`src/rtl/encoder_sample_ctrl.sv`:
```
// Quadrature decoder sequencer: homes via dec_clr, settles, then emits periodic
// position/delta samples. Optional soft position limit under `ENC_CTRL_LIMIT_EN.
module encoder_sample_ctrl #(
  parameter int PERIOD     = 1000,
  parameter int SETTLE_CYC = 4,
  parameter int LIMIT      = 1_000_000
) (
  input  logic        clk,
  input  logic        rst_n,
  input  logic        enable,
  input  logic        home_req,
  input  logic        ovr_clr,
  input  logic [31:0] position,
  output logic        dec_clr,
  output logic        smp_valid,
  input  logic        smp_ready,
  output logic [31:0] smp_pos,
  output logic [31:0] smp_delta,
  output logic        overrun,
  output logic        homed,
  output logic        limit_fault,
  output logic [1:0]  state
);

  typedef enum logic [1:0] {
    ST_IDLE   = 2'd0,
    ST_CLEAR  = 2'd1,
    ST_SETTLE = 2'd2,
    ST_RUN    = 2'd3
  } state_e;

  localparam int TW = $clog2(PERIOD);
  localparam int SW = $clog2(SETTLE_CYC + 1);
  localparam logic [TW-1:0] TICK_LAST   = TW'(PERIOD - 1);
  localparam logic [SW-1:0] SETTLE_LAST = SW'(SETTLE_CYC - 1);

  state_e        state_q, state_d;
  logic [TW-1:0] tick_cnt_q, tick_cnt_d;
  logic [SW-1:0] settle_cnt_q, settle_cnt_d;
  logic [31:0]   prev_q, prev_d;
  logic [31:0]   smp_pos_q, smp_pos_d;
  logic [31:0]   smp_delta_q, smp_delta_d;
  logic          smp_valid_q, smp_valid_d;
  logic          overrun_q, overrun_d;
  logic          homed_q, homed_d;
  logic          dec_clr_q, dec_clr_d;
  logic          limit_fault_q;

  logic tick;
  logic settle_done;
  logic settle_exit;
  logic limit_hit;

  assign tick        = (state_q == ST_RUN) && (tick_cnt_q == TICK_LAST);
  assign settle_done = (state_q == ST_SETTLE) && (settle_cnt_q == SETTLE_LAST);
  assign settle_exit = settle_done && !home_req;

`ifdef ENC_CTRL_LIMIT_EN
  localparam logic signed [31:0] LIM_P = 32'(LIMIT);
  localparam logic signed [31:0] LIM_N = -LIM_P;

  logic limit_fault_d;

  assign limit_hit = tick && (($signed(position) > LIM_P) || ($signed(position) < LIM_N));

  always_comb begin
    limit_fault_d = limit_fault_q;
    if (home_req) begin
      limit_fault_d = 1'b0;
    end else if (limit_hit) begin
      limit_fault_d = 1'b1;
    end
  end

  always_ff @(posedge clk or negedge rst_n) begin
    if (!rst_n) begin
      limit_fault_q <= 1'b0;
    end else begin
      limit_fault_q <= limit_fault_d;
    end
  end
`else
  logic unused_limit;

  assign limit_hit     = 1'b0;
  assign limit_fault_q = 1'b0;
  assign unused_limit  = ^LIMIT;
`endif

  // home_req overrides everything; a limit hit beats enable in RUN.
  always_comb begin
    state_d = state_q;
    if (home_req) begin
      state_d = ST_CLEAR;
    end else begin
      case (state_q)
        ST_IDLE: begin
          if (enable && !limit_fault_q) state_d = ST_RUN;
        end
        ST_CLEAR: begin
          state_d = ST_SETTLE;
        end
        ST_SETTLE: begin
          if (settle_done) state_d = enable ? ST_RUN : ST_IDLE;
        end
        ST_RUN: begin
          if (limit_hit || !enable) state_d = ST_IDLE;
        end
        default: begin
          state_d = ST_IDLE;
        end
      endcase
    end
  end

  // Handshake: a sample is held stable while smp_valid=1 and is consumed on a
  // cycle with smp_valid && smp_ready; a tick in that cycle reloads it instead.
  // A tick while smp_valid && !smp_ready overwrites the sample and sets overrun.
  always_comb begin
    tick_cnt_d   = '0;
    settle_cnt_d = '0;
    prev_d       = prev_q;
    smp_pos_d    = smp_pos_q;
    smp_delta_d  = smp_delta_q;
    smp_valid_d  = smp_valid_q;
    overrun_d    = overrun_q;
    homed_d      = homed_q | settle_exit;
    dec_clr_d    = (state_d == ST_CLEAR);

    if ((state_q == ST_RUN) && (state_d == ST_RUN)) begin
      tick_cnt_d = tick ? '0 : tick_cnt_q + 1'b1;
    end
    if ((state_q == ST_SETTLE) && (state_d == ST_SETTLE)) begin
      settle_cnt_d = settle_cnt_q + 1'b1;
    end

    if (settle_exit) begin
      prev_d = '0;
    end else if ((state_q == ST_IDLE) && (state_d == ST_RUN)) begin
      prev_d = position;
    end else if (tick) begin
      prev_d = position;
    end

    if (smp_valid_q && smp_ready) begin
      smp_valid_d = 1'b0;
    end
    if (tick) begin
      smp_valid_d = 1'b1;
      smp_pos_d   = position;
      smp_delta_d = position - prev_q;
    end

    if (ovr_clr || home_req) begin
      overrun_d = 1'b0;
    end
    if (tick && smp_valid_q && !smp_ready) begin
      overrun_d = 1'b1;
    end
  end

  always_ff @(posedge clk or negedge rst_n) begin
    if (!rst_n) begin
      state_q      <= ST_IDLE;
      tick_cnt_q   <= '0;
      settle_cnt_q <= '0;
      prev_q       <= '0;
      smp_pos_q    <= '0;
      smp_delta_q  <= '0;
      smp_valid_q  <= 1'b0;
      overrun_q    <= 1'b0;
      homed_q      <= 1'b0;
      dec_clr_q    <= 1'b0;
    end else begin
      state_q      <= state_d;
      tick_cnt_q   <= tick_cnt_d;
      settle_cnt_q <= settle_cnt_d;
      prev_q       <= prev_d;
      smp_pos_q    <= smp_pos_d;
      smp_delta_q  <= smp_delta_d;
      smp_valid_q  <= smp_valid_d;
      overrun_q    <= overrun_d;
      homed_q      <= homed_d;
      dec_clr_q    <= dec_clr_d;
    end
  end

  assign dec_clr     = dec_clr_q;
  assign smp_valid   = smp_valid_q;
  assign smp_pos     = smp_pos_q;
  assign smp_delta   = smp_delta_q;
  assign overrun     = overrun_q;
  assign homed       = homed_q;
  assign limit_fault = limit_fault_q;
  assign state       = state_q;

endmodule

```
`config.mk`:
```
export PLATFORM = sky130hd
export DESIGN_NAME = encoder_sample_ctrl
export DESIGN_NICKNAME = d
export VERILOG_FILES = /design/src/rtl/encoder_sample_ctrl.sv
export SDC_FILE = /design/constraint.sdc
export NUM_CORES = 1
export LEC_CHECK = 0
export ABC_AREA = 0
export BUFFER_PORTS_ARGS = -buffer_cell sky130_fd_sc_hd__buf_2
export CAP_MARGIN = 10
export CORE_MARGIN = 4
export CORE_UTILIZATION = 50
export DETAILED_ROUTE_END_ITERATION = 16
export PLACE_DENSITY = 0.79
export SYNTH_ARGS = -nofsm -noshare
export SYNTH_HDL_FRONTEND = slang
export SYNTH_SLANG_ARGS = --single-unit
```
`constraint.sdc`:
```
create_clock -name clk -period 5.8 [get_ports clk]
set_clock_uncertainty 0.1 [all_clocks]
set_input_delay 0.58 -clock clk [delete_from_list [all_inputs] [get_ports clk]]
set_output_delay 0.58 -clock clk [all_outputs]
set_load 0.005 [all_outputs]
```
**Word-level counts from Yosys, hierarchy flattened**

Index checks and enable logic that the tools add are counted.

- Add/sub/neg operators: 3
- Equal/unequal tests: 8
- Multiplexer cells: 16
- Bitwise logic cells: 1
- Reductions and logical operators: 16

Operator list:

| operator | count |
|---|---|
| $mux 32 | 3 |
| $sub 32x32->32 | 1 |
| $mux 10 | 2 |
| $add 10x1->10 const B | 1 |
| $eq 10x10->1 const B | 1 |
| $mux 2 | 5 |
| $logic_and 1x1->1 | 9 |
| $eq 2x2->1 const B | 4 |
| $pmux 2 s4 | 1 |
| $eq 2x1->1 const B | 2 |
| $mux 1 | 4 |
| $reduce_bool 2->1 | 2 |
| $add 3x1->3 const B | 1 |
| $eq 3x2->1 const B | 1 |
| $mux 3 | 1 |
| $reduce_bool 3->1 | 1 |
| $logic_not 1->1 | 2 |
| $logic_not 2->1 | 1 |
| $logic_or 1x1->1 | 1 |
| $or 1x1->1 | 1 |

- Flip-flop bits (word level): 115
- Bits of input ports: 38
- Logic and storage cells: 54

**Logic depth before layout (Yosys ltp)**

- Depth after elaboration: 9
- Gate-level depth with buffers: 10

**Worst setup path before layout**

Ideal clock, no wire load.

- Kind: input-to-reg
- From: input port position[0]
- To: register smp_delta_q[30], in the netlist smp_delta[30]
- Setup time: 72 ps
- Arrival time: 2,834 ps
- Setup slack: 2,794 ps
- Cell stages on the path: 10
- Buffers on the path: 0
- Path through: inv_1 -> ha_1 -> fa_1 -> and2b_1 -> o211ai_2 -> a211o_1 -> a2111oi_4 -> a21oi_2 -> or4_1 -> nand4_1

- Cells in the longest elaborated chain, start to end: 1

Ends and longest elaborated chain:

| item | line | text |
|---|---|---|
| start: declaration | 13 | `input logic [31:0] position,` |
| $sub 32x32->32 | 151 | `smp_delta_d = position - prev_q;` |
| end signal: assignment | 180 | `smp_delta_q <= smp_delta_d;` |
| end: declaration | 42 | `logic [31:0] smp_delta_q, smp_delta_d;` |

Every way passes these cells.
A chain may end at the register's enable or synchronous reset.

**Worst setup path after layout**

- From: register prev_q[0]
- To: register smp_delta_q[30], in the netlist smp_delta[30]

- Cells in the longest elaborated chain, start to end: 1

Ends and longest elaborated chain:

| item | line | text |
|---|---|---|
| start: declaration | 40 | `logic [31:0] prev_q, prev_d;` |
| start signal: assignment | 178 | `prev_q <= prev_d;` |
| $sub 32x32->32 | 151 |  |

Every way passes these cells.

==> reports/metrics.yaml <==
path_max_fanout: 5
grt_remaining_overflow: 0
remaining_drc_errors: 0
min_period_over_period_pct: 51.1
cts.repair.resized: 0
core_area_sq_um: 12200
period_minus_slack_ns: 2.97
cts_tree: "built"
syn_nets: 814
synth.distinct_cells: 58
cp_slowest_cell: "or4_1"
dieArea_sq_um: 14400
synth-async-reset-ratio_pct: 100
cap_viol_max_count: 0
synth_compound_area_share_pct: 17.0
num_rows: 40
clk_pin_slew_ns: 0.05
synth_cells: 741
first_iter_violations: 288
avgSynthCellArea_sq_um: 8.49
synth_warnings: 0
wl_per_cell_um: 14.2
hold_viol_final: 0
clock_latency_ns: 0.42
setup_violations: 0
placed_area_sq_um: 6940
postRouteAntennaNets: 0
synth_edf_count: 0
setup_ws_ns: 2.83
via_per_inst: 5.27
wl_um: 14400
cts_setup_buffers: 0
cts_num_sinks: 115
cts_max_level: 4
yosys.area_share.simple_pct: 20.3
synth_top_family_by_area: "simple AND/OR/NAND/NOR gates"
max_freq_mhz: 337
synth_ff_type: "dfrtp_1"
grt_pass1_vias: 5091
fillers: 1065
start_util_pct: 51.7
final_cell_mix: "221 x nand2_1, 115 x dfrtp_1, 106 x buf_2"
dieWidth_um: 120
rsz0062_at_grt: "no"
drive_above_1_share_pct: 17.8
muxShareOfSynthArea_pct: 0.159
grt_max_degree: 105
p_leak_nw: 3.58
r2r_end: "smp_delta[30]$_DFFE_PN0P_"
layout_commonest_cell: "nand2_1"
ys_ff_latch: 115
grt_pass1_wl_um: 24100
clock-root-buffer: "clkbuf_16"
fin_tns_setup_ns: 0
antenna_found_initial: 0
die_h_um: 120
ctsHoldBuffers: 0
synth_xor_area_share_pct: 4.87
path_class: "register to register"
crit_arrival_ns: 3.22
cp.required_ns: 6.05
via_count: 5342
status: "finished, final reports clean"
synthToLayoutAreaGrowth_pct: 19.3
hpwl_um: 10100
place_congestion: 0.893
drtPass1Iterations: 5
reg2reg_depth: 9
end_kind: "register"
worstSetupStartpointType: "register"
stdcell_area_sq_um: 7500
worstMarginPinSlew_ns: 1.04
ir_drop_v: 0.000197
timing.reg2reg.setup_slack_ns: 2.83
cts.path.max_buffers: 2
syn-cell-area_sq_um: 6290
cp_cell_sequence: "ha_1, fa_1, and2b_1, o211ai_2, a211o_1, a2111oi_4, a21oi_2, or4_1, nand4_1"
min_path_type: "input port to asynchronous set/reset pin"
portBuffers: 107
layout.cells.non_filler: 1013
yosysSeqAreaShare_pct: 45.7
maxSlewViolCount: 0
grtUsageTotal_pct: 20.7
pre_cts_ws_ns: 2.46
ioPinCount: 109
power_density_nw_per_um2: 348
synthAdderAreaFrac_pct: 7.08
max_stage_delay_ns: 0.48
nNetsFinal: 906
placedCellCount: 982
diodes: 0
relSlewSlack_pct: 30.6
rr_startpoint: "prev_q[0]$_DFFE_PN0P_"
cts_buffers: 17
critical path: cells and delay by family, from the launching register on:
kind / cells / cell delay [ns]
AOI/OAI and AO/OA: 4 / 0.97
adders and majority gates: 2 / 0.62
and+or+nand+nor: 3 / 0.83
DFF: 1 / 0.38
per-stage QoR:
stage / utilization, % / total power [W] / hold slack, ns
floorplan: - / 0.00145 / 0.184
CTS: 61.7 / 0.00262 / 0.196
finish: 61.7 / 0.00261 / 0.181
global route: 61.7 / 0.00277 / 0.229
detailed placement: 57.0 / 0.00162 / 0.343
global placement: 57.0 / 0.00161 / 0.325
cells by family (layout without fill, tap and decap cells):
family | after synthesis | count (layout)
xor+xnor | 35 | 35
buf+inv | 77 | 181
mux | 1 | 1
other cells | 1 | 1
simple gates | 305 | 305
compound gates | 172 | 172
fa+ha+maj | 35 | 35
flops | 115 | 115
metal layers:
layer	wire length, um	global-route usage [%]
met1	6600	28.4
met2	6530	31.5
met3	1010	6.31
met4	226	6.73
met5	0	0
power breakdown:
group / internal (W) / switching (W) / leakage (nW)
registers: 0.000860 / 0.0000324 / 1.23
logic: 0.000287 / 0.000435 / 2.09
clock network: 0.000626 / 0.000370 / 0.264
total: 0.00177 / 0.000838 / 3.58
worst max path at each step:
| stage | depth (start not counted) | slack, ns | endpoint | from |
|---|---|---|---|---|
| after floorplan | 10 | 2.79 | smp_delta[30]$_DFFE_PN0P_ | position[0] |
| after global placement | 11 | 2.57 | smp_delta[30]$_DFFE_PN0P_ | position[0] |
| after detailed placement | 11 | 2.46 | smp_delta[30]$_DFFE_PN0P_ | position[0] |
| after CTS | 9 | 2.83 | smp_delta[30]$_DFFE_PN0P_ | prev_q[0]$_DFFE_PN0P_ |
| after global routing | 9 | 2.72 | smp_delta[30]$_DFFE_PN0P_ | prev_q[0]$_DFFE_PN0P_ |
| final | 9 | 2.83 | smp_delta[30]$_DFFE_PN0P_ | prev_q[0]$_DFFE_PN0P_ |
state kept, by name, indices dropped and copies added, names as in the netlist:
| signal | count |
|---|---|
| prev_q | 32 |
| smp_delta | 32 |
| smp_pos | 32 |
| tick_cnt_q | 10 |
| settle_cnt_q | 3 |
| state | 2 |
| dec_clr | 1 |
| homed | 1 |
| overrun | 1 |
| smp_valid | 1 |
cell type report:
| class | instances | area (sq um) | share of cell area (%) |
|---|---|---|---|
| sequential | 115 | 2880 | 38.3 |
| clock buffer | 18 | 429 | 5.72 |
| clock inverter | 13 | 139 | 1.85 |
| inverter | 39 | 146 | 1.95 |
| timing repair buffer | 111 | 568 | 7.57 |
| multi-input combinational | 549 | 3130 | 41.8 |
| tap | 168 | 210 | 2.80 |
cell usage after synthesis, drive strengths merged, types with 2 or more instances:
| cell type | number | area [sq um] |
|---|---|---|
| xor2 | 14 | 123 |
| nor3 | 5 | 25.0 |
| o31ai | 4 | 30.0 |
| clkbuf | 27 | 101 |
| a21o | 11 | 82.6 |
| a211oi | 5 | 37.5 |
| a211o | 3 | 26.3 |
| buf | 11 | 56.3 |
| nand3b | 2 | 15.0 |
| or4 | 3 | 22.5 |
| a31oi | 2 | 12.5 |
| nand3 | 10 | 50.1 |
| and3 | 7 | 43.8 |
| nor2 | 32 | 120 |
| ha | 34 | 425 |
| nor2b | 2 | 12.5 |
| o211ai | 4 | 35.0 |
| xnor2 | 21 | 184 |
| o21ai | 79 | 395 |
| nand2 | 221 | 830 |
| o21bai | 4 | 30.0 |
| or3 | 2 | 12.5 |
| a2111oi | 2 | 42.5 |
| inv | 39 | 146 |
| nand4 | 11 | 68.8 |
| a21oi | 33 | 169 |
| dfrtp | 115 | 2880 |
| o41ai | 3 | 26.3 |
| o21a | 9 | 68.8 |
| o31a | 3 | 26.3 |
| nand2b | 3 | 18.8 |
| nor4 | 2 | 18.8 |
(Power assumes the default switching activity.)
